--- src/rtl/clk_div_pkg.sv ---
// -----------------------------------------------------------------------------
// clk_div_pkg
// Shared types and constants for the multi-channel clock divider.
//   div_state_e   : per-channel divider state (BYPASS, HIGH, LOW), 2-bit encoded
//   MIN_DIV_RATIO : smallest ratio that actually divides; 0 and 1 mean bypass
//   BYPASS_STATE  : state every channel takes at reset
// Optional feature macro used elsewhere in this slice: CLKDIV_TICK_EN.
// -----------------------------------------------------------------------------
package clk_div_pkg;

   typedef enum logic [1:0] {
      BYPASS = 2'b00,
      HIGH   = 2'b01,
      LOW    = 2'b10
   } div_state_e;

   localparam int         MIN_DIV_RATIO = 2;
   localparam div_state_e BYPASS_STATE  = BYPASS;

endpackage : clk_div_pkg

--- src/rtl/clk_div_multi_if.sv ---
// -----------------------------------------------------------------------------
// clk_div_multi_if
// Register-file side bundle of the multi-channel clock divider.
//   I_clk_en      [NUM_CH]           per-channel divider enable
//   I_div_ratio   [NUM_CH*RATIO_WD]  requested ratios, channel i at [i*RATIO_WD +: RATIO_WD]
//   I_ratio_load  [NUM_CH]           one-cycle strobe capturing a channel's ratio slice
//   O_ratio_busy  [NUM_CH]           a captured ratio is still waiting to be applied
//   O_div_clk     [NUM_CH]           divided clock (reference clock while in bypass)
//   O_period_tick [NUM_CH]           one pulse per divided period (only with CLKDIV_TICK_EN)
// Modports: master = register file / bench, slave = divider.
// -----------------------------------------------------------------------------
interface clk_div_multi_if #(
   parameter int NUM_CH   = 2,
   parameter int RATIO_WD = 8
);

   logic [NUM_CH-1:0]          I_clk_en;
   logic [NUM_CH*RATIO_WD-1:0] I_div_ratio;
   logic [NUM_CH-1:0]          I_ratio_load;
   logic [NUM_CH-1:0]          O_ratio_busy;
   logic [NUM_CH-1:0]          O_div_clk;
`ifdef CLKDIV_TICK_EN
   logic [NUM_CH-1:0]          O_period_tick;

   modport master (
      output I_clk_en, I_div_ratio, I_ratio_load,
      input  O_ratio_busy, O_div_clk, O_period_tick
   );

   modport slave (
      input  I_clk_en, I_div_ratio, I_ratio_load,
      output O_ratio_busy, O_div_clk, O_period_tick
   );
`else
   modport master (
      output I_clk_en, I_div_ratio, I_ratio_load,
      input  O_ratio_busy, O_div_clk
   );

   modport slave (
      input  I_clk_en, I_div_ratio, I_ratio_load,
      output O_ratio_busy, O_div_clk
   );
`endif

endinterface : clk_div_multi_if

--- src/rtl/clk_div_chan.sv ---
// -----------------------------------------------------------------------------
// clk_div_chan
// One divider channel: BYPASS/HIGH/LOW state machine, phase counter, shadow
// (pending) ratio and the bypass output mux.
// Ports:
//   I_ref_clk     in   reference clock, the only clock
//   I_rst_n       in   synchronous active-low reset
//   I_clk_en      in   channel enable
//   I_div_ratio   in   requested ratio [RATIO_WD]
//   I_ratio_load  in   strobe capturing I_div_ratio into the pending register
//   O_ratio_busy  out  pending ratio not yet applied
//   O_div_clk     out  divided clock, or I_ref_clk in BYPASS
//   O_period_tick out  one-cycle pulse on entry to HIGH (only with CLKDIV_TICK_EN)
// High phase lasts ceil(N/2) cycles, low phase floor(N/2); the active ratio only
// changes at a period boundary (end of LOW) or while in BYPASS.
// -----------------------------------------------------------------------------
module clk_div_chan
   import clk_div_pkg::*;
#(
   parameter int RATIO_WD  = 8,
   parameter int RST_RATIO = 0
) (
   input  logic                I_ref_clk,
   input  logic                I_rst_n,
   input  logic                I_clk_en,
   input  logic [RATIO_WD-1:0] I_div_ratio,
   input  logic                I_ratio_load,
   output logic                O_ratio_busy,
`ifdef CLKDIV_TICK_EN
   output logic                O_period_tick,
`endif
   output logic                O_div_clk
);

   localparam int                  CNT_WD      = RATIO_WD - 1;
   localparam logic [RATIO_WD-1:0] RST_RATIO_V = RATIO_WD'(RST_RATIO);
   localparam logic [RATIO_WD-1:0] MIN_RATIO_V = RATIO_WD'(MIN_DIV_RATIO);

   div_state_e          state_q, state_d;
   logic [CNT_WD-1:0]   cnt_q, cnt_d;
   logic                div_q, div_d;
   logic [RATIO_WD-1:0] ratio_q, ratio_d;
   logic [RATIO_WD-1:0] pend_q, pend_d;
   logic                pend_vld_q, pend_vld_d;
`ifdef CLKDIV_TICK_EN
   logic                tick_q, tick_d;
`endif

   logic [CNT_WD-1:0]   hi_last;
   logic [CNT_WD-1:0]   lo_last;
   logic [RATIO_WD-1:0] held_ratio;
   logic [RATIO_WD-1:0] bound_ratio;

   // Last counter value of each phase: ceil(N/2)-1 == (N-1)>>1 avoids the
   // overflow of N+1 at N = 2^RATIO_WD-1; floor(N/2)-1 for the low phase.
   assign hi_last = CNT_WD'((ratio_q - RATIO_WD'(1)) >> 1);
   assign lo_last = CNT_WD'(ratio_q >> 1) - CNT_WD'(1);

   // Ratio that takes effect now if an apply happens: a pending value wins
   // over the active one, and a load arriving in the boundary cycle wins over both.
   assign held_ratio  = pend_vld_q   ? pend_q      : ratio_q;
   assign bound_ratio = I_ratio_load ? I_div_ratio : held_ratio;

   always_comb begin
      state_d    = state_q;
      cnt_d      = cnt_q;
      div_d      = div_q;
      ratio_d    = ratio_q;
      pend_d     = pend_q;
      pend_vld_d = pend_vld_q;
`ifdef CLKDIV_TICK_EN
      tick_d     = 1'b0;
`endif

      if (I_ratio_load) begin
         pend_d     = I_div_ratio;
         pend_vld_d = 1'b1;
      end

      case (state_q)
         BYPASS: begin
            // Any earlier pending ratio becomes active at this edge; a load seen
            // now stays pending and is applied on the following edge.
            ratio_d    = held_ratio;
            pend_vld_d = I_ratio_load;
            cnt_d      = '0;
            if (I_clk_en && (held_ratio >= MIN_RATIO_V)) begin
               state_d = HIGH;
               div_d   = 1'b1;
`ifdef CLKDIV_TICK_EN
               tick_d  = 1'b1;
`endif
            end else begin
               div_d   = 1'b0;
            end
         end

         HIGH: begin
            if (cnt_q == hi_last) begin
               state_d = LOW;
               cnt_d   = '0;
               div_d   = 1'b0;
            end else begin
               cnt_d   = cnt_q + CNT_WD'(1);
            end
         end

         LOW: begin
            if (cnt_q == lo_last) begin
               // Period boundary: the only place a running channel changes ratio
               // or stops, so every emitted high/low phase has full length.
               ratio_d    = bound_ratio;
               pend_vld_d = 1'b0;
               cnt_d      = '0;
               if (I_clk_en && (bound_ratio >= MIN_RATIO_V)) begin
                  state_d = HIGH;
                  div_d   = 1'b1;
`ifdef CLKDIV_TICK_EN
                  tick_d  = 1'b1;
`endif
               end else begin
                  state_d = BYPASS;
                  div_d   = 1'b0;
               end
            end else begin
               cnt_d = cnt_q + CNT_WD'(1);
            end
         end

         default: begin
            state_d = BYPASS_STATE;
            cnt_d   = '0;
            div_d   = 1'b0;
         end
      endcase
   end

   always_ff @(posedge I_ref_clk) begin
      if (!I_rst_n) begin
         state_q    <= BYPASS_STATE;
         cnt_q      <= '0;
         div_q      <= 1'b0;
         ratio_q    <= RST_RATIO_V;
         pend_q     <= '0;
         pend_vld_q <= 1'b0;
`ifdef CLKDIV_TICK_EN
         tick_q     <= 1'b0;
`endif
      end else begin
         state_q    <= state_d;
         cnt_q      <= cnt_d;
         div_q      <= div_d;
         ratio_q    <= ratio_d;
         pend_q     <= pend_d;
         pend_vld_q <= pend_vld_d;
`ifdef CLKDIV_TICK_EN
         tick_q     <= tick_d;
`endif
      end
   end

   // div_q is a flop, so in HIGH/LOW the output has no combinational path; the
   // mux only switches right after a rising edge.
   assign O_div_clk    = (state_q == BYPASS) ? I_ref_clk : div_q;
   assign O_ratio_busy = pend_vld_q;
`ifdef CLKDIV_TICK_EN
   assign O_period_tick = tick_q;
`endif

endmodule : clk_div_chan

--- src/rtl/clk_div_multi.sv ---
// -----------------------------------------------------------------------------
// clk_div_multi
// NUM_CH independent integer clock dividers with glitch-free ratio updates.
// Ports:
//   I_ref_clk  in  reference clock, the only clock
//   I_rst_n    in  synchronous active-low reset
//   bus        clk_div_multi_if.slave: I_clk_en, I_div_ratio, I_ratio_load in;
//              O_ratio_busy, O_div_clk (and O_period_tick with CLKDIV_TICK_EN) out
// Parameters: RATIO_WD (ratio width), NUM_CH (channels), RST_RATIO (reset ratio,
// 0 = bypass). Optional macro: CLKDIV_TICK_EN adds the per-period tick output.
// -----------------------------------------------------------------------------
module clk_div_multi
   import clk_div_pkg::*;
#(
   parameter int RATIO_WD  = 8,
   parameter int NUM_CH    = 2,
   parameter int RST_RATIO = 0
) (
   input  logic            I_ref_clk,
   input  logic            I_rst_n,
   clk_div_multi_if.slave  bus
);

   logic [NUM_CH-1:0] busy_w;
   logic [NUM_CH-1:0] div_clk_w;
`ifdef CLKDIV_TICK_EN
   logic [NUM_CH-1:0] tick_w;
`endif

   for (genvar gi = 0; gi < NUM_CH; gi++) begin : g_chan
      clk_div_chan #(
         .RATIO_WD  (RATIO_WD),
         .RST_RATIO (RST_RATIO)
      ) u_chan (
         .I_ref_clk     (I_ref_clk),
         .I_rst_n       (I_rst_n),
         .I_clk_en      (bus.I_clk_en[gi]),
         .I_div_ratio   (bus.I_div_ratio[gi*RATIO_WD +: RATIO_WD]),
         .I_ratio_load  (bus.I_ratio_load[gi]),
         .O_ratio_busy  (busy_w[gi]),
`ifdef CLKDIV_TICK_EN
         .O_period_tick (tick_w[gi]),
`endif
         .O_div_clk     (div_clk_w[gi])
      );
   end

   assign bus.O_ratio_busy  = busy_w;
   assign bus.O_div_clk     = div_clk_w;
`ifdef CLKDIV_TICK_EN
   assign bus.O_period_tick = tick_w;
`endif

endmodule : clk_div_multi

--- src/flat_wrapper.sv ---
// flat-port wrapper written by rule: the top's interface ports become plain ports
module clk_div_multi_flat import clk_div_pkg::*;
#(
   parameter int RATIO_WD  = 8,
   parameter int NUM_CH    = 2,
   parameter int RST_RATIO = 0
)
  (I_ref_clk, I_rst_n, bus_I_clk_en, bus_I_div_ratio, bus_I_ratio_load, bus_O_ratio_busy, bus_O_div_clk);
  clk_div_multi_if #(.NUM_CH(NUM_CH), .RATIO_WD(RATIO_WD)) bus_i ();
  input  logic I_ref_clk;
  input  logic I_rst_n;
  input wire logic [$bits(bus_i.I_clk_en)-1:0] bus_I_clk_en;
  input wire logic [$bits(bus_i.I_div_ratio)-1:0] bus_I_div_ratio;
  input wire logic [$bits(bus_i.I_ratio_load)-1:0] bus_I_ratio_load;
  output wire logic [$bits(bus_i.O_ratio_busy)-1:0] bus_O_ratio_busy;
  output wire logic [$bits(bus_i.O_div_clk)-1:0] bus_O_div_clk;
  assign bus_i.I_clk_en = bus_I_clk_en;
  assign bus_i.I_div_ratio = bus_I_div_ratio;
  assign bus_i.I_ratio_load = bus_I_ratio_load;
  assign bus_O_ratio_busy = bus_i.O_ratio_busy;
  assign bus_O_div_clk = bus_i.O_div_clk;
  clk_div_multi #(.RATIO_WD(RATIO_WD), .NUM_CH(NUM_CH), .RST_RATIO(RST_RATIO)) u_core (.I_ref_clk(I_ref_clk), .I_rst_n(I_rst_n), .bus(bus_i));
endmodule
--- config.mk ---
export PLATFORM = sky130hd
export DESIGN_NAME = clk_div_multi_flat
export DESIGN_NICKNAME = d
export VERILOG_FILES = /design/src/rtl/clk_div_pkg.sv /design/src/rtl/clk_div_multi_if.sv /design/src/rtl/clk_div_chan.sv /design/src/rtl/clk_div_multi.sv /design/src/flat_wrapper.sv
export SDC_FILE = /design/constraint.sdc
export NUM_CORES = 1
export LEC_CHECK = 0
export CAP_MARGIN = 20
export CELL_PAD_IN_SITES_DETAIL_PLACEMENT = 0
export CELL_PAD_IN_SITES_GLOBAL_PLACEMENT = 2
export CORE_MARGIN = 4
export CORE_UTILIZATION = 35
export DETAILED_ROUTE_END_ITERATION = 6
export GPL_TIMING_DRIVEN = 0
export PLACE_DENSITY = 0.82
export SLEW_MARGIN = 10
export SYNTH_ARGS = -nofsm -noshare
export SYNTH_HDL_FRONTEND = slang
export SYNTH_HIERARCHICAL = 1
export SYNTH_SLANG_ARGS = --single-unit
--- constraint.sdc ---
create_clock -name I_ref_clk -period 3.32 [get_ports I_ref_clk]
set_clock_uncertainty 0.1 [all_clocks]
set_input_delay 0.332 -clock I_ref_clk [delete_from_list [all_inputs] [get_ports I_ref_clk]]
set_output_delay 0.332 -clock I_ref_clk [all_outputs]
set_load 0.01 [all_outputs]
==> After elaboration in Yosys (flattened, before gate mapping) <==
Cells that the tools add are included.
{ "word_totals": {"output_inout_bits": 4, "regBits": 54, "in_bits": 22, "wordCells": 92} }
{ "op_classes": {"add_sub_neg": 6, "n_reduce_logical": 14, "muxes": 42, "n_eq_ne": 14, "order_cmp": 4} }
{ "ops": {"columns": ["operator", "count"], "rows": [
  ["two-way mux 8 bit", 6],
  ["greater-or-equal comparator 8 x 2 -> 1 bit, second input constant", 4],
  ["one-hot mux 8 bit (2 select lines)", 2],
  ["equality test 7 bit", 4],
  ["two-way mux 7 bit", 4],
  ["one-hot mux 7 bit (2 select lines)", 2],
  ["two-way mux 1 bit", 16],
  ["subtractor 8 x 1 -> 8 bit, second input constant", 2],
  ["adder 7 x 1 -> 7 bit, second input constant", 2],
  ["subtractor 7 x 1 -> 7 bit, second input constant", 2],
  ["two-way mux 2 bit", 6],
  ["!= test 2 bit, second input constant", 6],
  ["one-hot mux 2 bit (3 select lines)", 2],
  ["AND reduction 2 bit", 4],
  ["one-hot mux 1 bit (3 select lines)", 2],
  ["AND reduction 3 bit", 2],
  ["equality test 2 x 1 -> 1 bit, second input constant", 2],
  ["equality test 2 bit, second input constant", 2],
  ["logical AND 1 bit", 4],
  ["logical NOT 2 bit", 2],
  ["one-hot mux 1 bit (2 select lines)", 2],
  ["nonzero test 2 bit", 2]
]} }

==> Logic depth before layout (Yosys ltp) <==
Gate-level depths: netlist of run 1.
{ "depth": {"word_depth": 7, "depth_mapped": 10, "depth_no_buf": 8} }

==> Cells and area by module <==
Netlist of run 1, hierarchy kept.
{ "by_module_without_submodules": {"columns": ["module", "instances", "cells_each", "area_each_um2", "seq_area_each_um2"], "rows": [
  ["clk_div_chan (u_core.g_chan[1].u_chan)", 1, 212, 1860.5, 540.5],
  ["clk_div_chan (u_core.g_chan[0].u_chan)", 1, 207, 1762.9, 540.5]
]} }

==> results of run 1 <==
-- critical path, delay by kind of cell --
kind	cells	cell delay (ns)
buffers and inverters	3	0.72
multiplexers	1	0.25
-- metal layers --
layer	routed length [um]	vias up	global-route usage [%]
li1	-	1539	-
met1	4820	1416	23.1
met2	3360	50	20.6
met3	259	7	3.17
met4	104	0	5.43
met5	0	-	0
-- per-stage QoR --
stage	utilization (%)	hold slack [ns]
after detailed placement	40.8	0.348
after CTS	42.3	0.369
after floorplan	-	0.332
after global routing	42.3	0.385
after global placement	40.8	0.341
final	42.3	0.363
-- power by group through the flow --
stage | combinational (mW) | clock, mW | sequential (mW)
detailed placement | 0.840 | 0.0980 | 0.777
global route | 0.934 | 0.695 | 0.772
floorplan | 0.656 | 0.0473 | 0.761
global placement | 0.835 | 0.0980 | 0.776
finish | 0.845 | 0.630 | 0.762
CTS | 0.844 | 0.666 | 0.762
-- worst max path at each step --
stage	endpoint	slack (ns)	cells past startpoint
3_5_place_dp	u_core/g_chan[0].u_chan/cnt_q[3]	0.36	8
6_report	bus_O_div_clk[0]	0.26	4
4_1_cts	bus_O_div_clk[1]	0.24	4
3_3_place_gp	u_core/g_chan[0].u_chan/cnt_q[6]	0.37	8
2_1_floorplan	u_core/g_chan[0].u_chan/div_q	0.84	8
5_1_grt	u_core/g_chan[0].u_chan/cnt_q[3]	0.12	8
-- kinds of logic (layout without fill, tap and decap cells) --
kind of cell	Yosys count	count (layout)	share of synthesized area (%)
multiplexers	48	48	13.4
adder cells (fa/ha/maj)	16	16	5.52
buffers and inverters	39	76	5.80
AND/OR/NAND/NOR	148	148	20.6
AO/OA/AOI/OAI	75	75	15.2
flip-flops	54	54	29.8
XOR/XNOR	39	39	9.63
-- flip-flops by register name, summed over array words and instances, names as in the netlist --
name and flops:
u_core/g_chan.u_chan/O_ratio_busy 2, u_core/g_chan.u_chan/cnt_q 14, u_core/g_chan.u_chan/div_q 2, u_core/g_chan.u_chan/pend_q 16, u_core/g_chan.u_chan/ratio_q 16, u_core/g_chan.u_chan/state_q 4
-- final cells by class --
cell class                 instances  area [um^2]  area share [%]
multi-input combinational        326         2330            55.7
clock inverter                     2         12.5           0.299
inverter                          17         63.8            1.52
timing repair buffer              23          230            5.49
clock buffer                      12          158            3.76
tap                              133          166            3.97
buffer                            22          146            3.49
sequential                        54         1080            25.8
-- Yosys cell counts (2+ instances only) --
cell type and n:
inv_1 16, nor2_1 34, mux2i_1 44, ha_1 16, nand3_2 2, a21boi_0 3
nand3_1 15, a31oi_1 2, dfxtp_1 54, clkbuf_8 3, nand2_1 48, a32oi_1 2
a2111oi_4 2, buf_2 3, buf_1 3, buf_6 4, nor4b_1 4, a41oi_1 3
a21o_2 2, a311oi_1 2, a21oi_1 6, o211a_1 2, and3_1 3, nor3b_1 4
xnor2_1 20, a211oi_1 3, o21ai_0 34, xor2_1 18, nor3_1 11, o2111ai_1 2
and2_1 3, mux2_2 4, clkbuf_1 9, nor2b_1 13, o211ai_1 2, nor4_4 2
nor4_1 5
==> impl_metrics.ini, run 1 <==
[pwr]
total_power_mw = 2.24
clkPwrFrac_pct = 28.2
power_density_nw_per_um2 = 534
sw_frac_of_total_pct = 36.8
pwr-share-seq_pct = 34.0
power_leakage_nw = 1.58
p_switching_mw = 0.824
combPwrFrac_pct = 37.8
intPower_mw = 1.41
ir_drop_v = 0.000396

[yosys]
syn_nets = 457
yosys.area.top_type = dfxtp_1
synth_edf_count = 0
synth_cell_types = 53
synth_area_leaders = dfxtp_1 (30%), mux2i_1 (12%), ha_1 (5.5%)
synthesis.area_um2 = 3620
yosys_warnings = 6
ys_seq_area_share_pct = 29.8
synth_flop_cell = dfxtp_1
syn_avg_cell_area_um2 = 8.65
synth.top_cell.area_share_pct = 29.8
async_reset_ff_share_pct = 0
synthesis.instances = 419
ys_seq_elements = 54

[worst_setup_path]
critPathMaxFanout = 2
start_kind = clock port
worst_r2r_startpoint = u_core/g_chan[0].u_chan/ratio_q[1]
worstSetupEndpointType = primary output
worstSetupStartpoint = I_ref_clk
reg2reg_slack_ns = 0.32
rr_worst_depth = 8
cpMaxStageDelayCell = clkdlybuf4s50_1
crit_path_max_incr_delay_ns = 0.48
arrival_ns = 2.63
worst_ep_required_time_ns = 2.89
setup.worst_path.class = clock port to primary output
path_cells = clkbuf_8, clkbuf_8, mux2_2, clkdlybuf4s50_1
crit_top_cell = clkbuf_8
r2r_end = u_core/g_chan[0].u_chan/cnt_q[4]

[floorplan]
initial_core_util_pct = 36.6
dieArea_um2 = 12000
rows = 36
fp.dieH_um = 110
core_area_um2 = 9910
ios = 26
dieWidth_um = 110

[run]
drv_cap = 0

[placement]
io_buffers = 25
dp.cells = 577
dp_hpwl_um = 6570
gp_congestion = 0.755
dp_slack_ns = 0.362
placed_area_um2 = 4040

[worst_hold_path]
hold_depth = 2
hold_end = u_core/g_chan[1].u_chan/div_q
hp-class = flip-flop to flip-flop
hp-start = u_core/g_chan[1].u_chan/div_q

[final_layout]
layout_common_cells = dfxtp_1 (54), nand2_1 (48), mux2i_1 (44)
area_growth_pct = 15.6
nets = 493
mostFrequentLayoutCell = dfxtp_1
finalNonFillerCells = 589
post_route_cells_drive_above_1_share_pct = 8.99
design_area_um2 = 4190
diodes = 0
fillers = 1030

[global_route]
grt_usage_pct = 15.2
grt_max_degree = 17
grt_overflow_total = 0
antenna_found_initial = 0
grt_pass1_vias = 2867
grt_pass1_wl_um = 14300

[timing]
fin_tns_setup_ns = 0
fin_ws_ns = 0.259
setup_violations = 0
max-slew-margin-rel_pct = 51.8
tightest_slew_ns = 0.720
rsz0062_at_grt = no
slew_viol_final = 0
hold_viol = 0

[route]
drt-pass1-iter-count = 4
routedWlPerCell_um = 14.5
ant_nets = 0
wirelength_um = 8540
via_count = 3012
drc = 0
drt_iter0_drc = 176
route.detailed.vias_per_inst = 5.11

[status]
status = complete, no violations

[cts]
cts_tree = done
cts_hold_buf = 0
clkLatencyLatePin_ns = 0.42
cts_resized = 0
postCtsSetupRepairBufs = 0
path_clk_slew_ns = 0.10
(Power assumes the default switching activity.)
==> run 2, diff against run 1 <==
Settings changed: CORE_MARGIN 4 to 2, CORE_UTILIZATION 35 to 37, PLACE_DENSITY 0.82 to 0.86.
==> impl_metrics.ini, run 2 (synthesis gave the netlist of run 1 again) <==
[timing]
rsz0062_at_grt = no
max-slew-margin-rel_pct = 52.7
fin_tns_setup_ns = 0
tightest_slew_ns = 0.709
setup_violations = 0
hold_viol = 0
slew_viol_final = 0
fin_ws_ns = 0.261

[global_route]
grt_pass1_vias = 2933
grt_max_degree = 18
grt_usage_pct = 16.9
grt_pass1_wl_um = 14200
grt_overflow_total = 0
antenna_found_initial = 0

[final_layout]
seq_area_um2 = 1080
reg_top3 = u_core/g_chan.u_chan/pend_q (16), u_core/g_chan.u_chan/ratio_q (16), u_core/g_chan.u_chan/cnt_q (14)
nets = 493
fillers = 1006
layout_common_cells = dfxtp_1 (54), nand2_1 (48), mux2i_1 (44)
post_route_cells_drive_above_1_share_pct = 8.99
diodes = 0
mostFrequentLayoutCell = dfxtp_1
multi_input_area_um2 = 2330
area_growth_pct = 15.5

[worst_setup_path]
cp_num_buf_inv = 3
setup.worst_path.class = clock port to primary output
arrival_ns = 2.63
crit_top_cell = clkbuf_8
start_kind = clock port
critPathMaxFanout = 2
crit_path_max_incr_delay_ns = 0.48
path_cells = clkbuf_8, clkbuf_8, mux2_2, clkdlybuf4s50_1
worst_ep_required_time_ns = 2.89
cp_top_family = buffers and inverters
worstSetupEndpointType = primary output
cpMaxStageDelayCell = clkdlybuf4s50_1

[floorplan]
fp.dieH_um = 103
rows = 36
core_area_um2 = 9640
ios = 26
dieWidth_um = 103
initial_core_util_pct = 37.6
dieArea_um2 = 10600

[route]
via_count = 2954
drt-pass1-iter-count = 5
routedWlPerCell_um = 14.0
route.detailed.vias_per_inst = 5.02
drt_iter0_drc = 71
wirelength_um = 8230
drc = 0
ant_nets = 0

[run]
drv_cap = 0

[cts]
path_clk_slew_ns = 0.10
cts_tree = done
postCtsSetupRepairBufs = 0
cts_resized = 0
clkLatencyLatePin_ns = 0.41
cts_hold_buf = 0

[pwr]
pwr-share-seq_pct = 34.6
sw_frac_of_total_pct = 36.8
power_density_nw_per_um2 = 527
p_switching_mw = 0.810
power_leakage_nw = 1.57
combPwrFrac_pct = 37.8
intPower_mw = 1.39
clkPwrFrac_pct = 27.6
ir_drop_v = 0.000366

[placement]
io_buffers = 25
gp_congestion = 0.785
dp_slack_ns = 0.522
dp_hpwl_um = 6240

[status]
status = complete, no violations

[worst_hold_path]
hp-class = flip-flop to flip-flop
run 2: cell types whose count changed in the layout (fill, tap and decap cells not counted):
| cell | before | now |
|---|---|---|
| clkbuf_8 | 13 | 12 |
| clkinv_4 | 0 | 1 |
run 2: worst min-delay path: stages, from the launching register on:
cell,delay [ns]
dfxtp_1,0.33
nand2_1,0.05
mux2i_1,0.06
run 2: power by group through the flow:
stage / logic [mW] / clock network [mW] / registers (mW)
global placement: 0.824 / 0.0980 / 0.777
CTS: 0.840 / 0.642 / 0.764
floorplan: 0.656 / 0.0473 / 0.761
global route: 0.928 / 0.670 / 0.772
finish: 0.832 / 0.609 / 0.763
detailed placement: 0.834 / 0.0980 / 0.779
run 2: layer usage:
metal / vias to the layer above / track usage [%] / routed length [um]
met5: - / 0 / 0
met4: 0 / 4.86 / 82
met3: 7 / 3.73 / 246
met2: 51 / 29.1 / 4020
met1: 1355 / 21.3 / 3880
li1: 1541 / - / -
run 2: path summary, 6_finish.rpt:
kind	depth (start not counted)	end	slack (ns)	start
worst max-delay path	4	bus_O_div_clk[1]	0.26	I_ref_clk
worst min-delay path	2	u_core/g_chan[1].u_chan/div_q	0.38	u_core/g_chan[1].u_chan/div_q
worst min register to register	2	u_core/g_chan[1].u_chan/div_q	0.38	u_core/g_chan[1].u_chan/div_q
worst max register to register	8	u_core/g_chan[0].u_chan/cnt_q[2]	0.53	u_core/g_chan[0].u_chan/ratio_q[1]
run 2: layout make-up:
class	count	share of cell area, %
clock buffers	11	3.44
inverters	17	1.52
flip-flops and latches	54	25.8
multi-input cells	326	55.7
clock inverters	3	0.508
well taps	133	3.98
repair buffers	23	5.50
plain buffers	22	3.50
run 2: metrics by stage:
step / instances / hold WS [ns] / power (mW) / instance area (um^2) / util [%]
final: 589 / 0.378 / 2.20 / 4190 / 43.4
after global routing: 589 / 0.411 / 2.37 / 4190 / 43.4
after CTS: 589 / 0.378 / 2.25 / 4190 / 43.4
after detailed placement: 577 / 0.362 / 1.71 / 4040 / 41.9
after global placement: 577 / 0.344 / 1.70 / 4040 / 41.9
after floorplan: 419 / 0.332 / 1.46 / 3620 / -
==> run 3, diff against run 2 <==
--- a/config.mk
+++ b/config.mk
@@ -14,4 +14,5 @@
 export GPL_TIMING_DRIVEN = 0
 export PLACE_DENSITY = 0.86
+export SKIP_CTS_REPAIR_TIMING = 1
 export SLEW_MARGIN = 10
 export SYNTH_ARGS = -nofsm -noshare
--- a/constraint.sdc
+++ b/constraint.sdc
@@ -3,3 +3,3 @@
 set_input_delay 0.332 -clock I_ref_clk [delete_from_list [all_inputs] [get_ports I_ref_clk]]
 set_output_delay 0.332 -clock I_ref_clk [all_outputs]
-set_load 0.01 [all_outputs]
+set_load 0.005 [all_outputs]
==> results of run 3 <==
The final DEF is identical to that of run 2. Status: complete, no violations.
Among the figures that moved: setup slack after placement 0.522 ns -> 0.535 ns; setup slack after layout 0.261 ns -> 0.293 ns; total power 2.20 mW -> 2.19 mW; worst IR drop on VDD 0.000366 V -> 0.000341 V
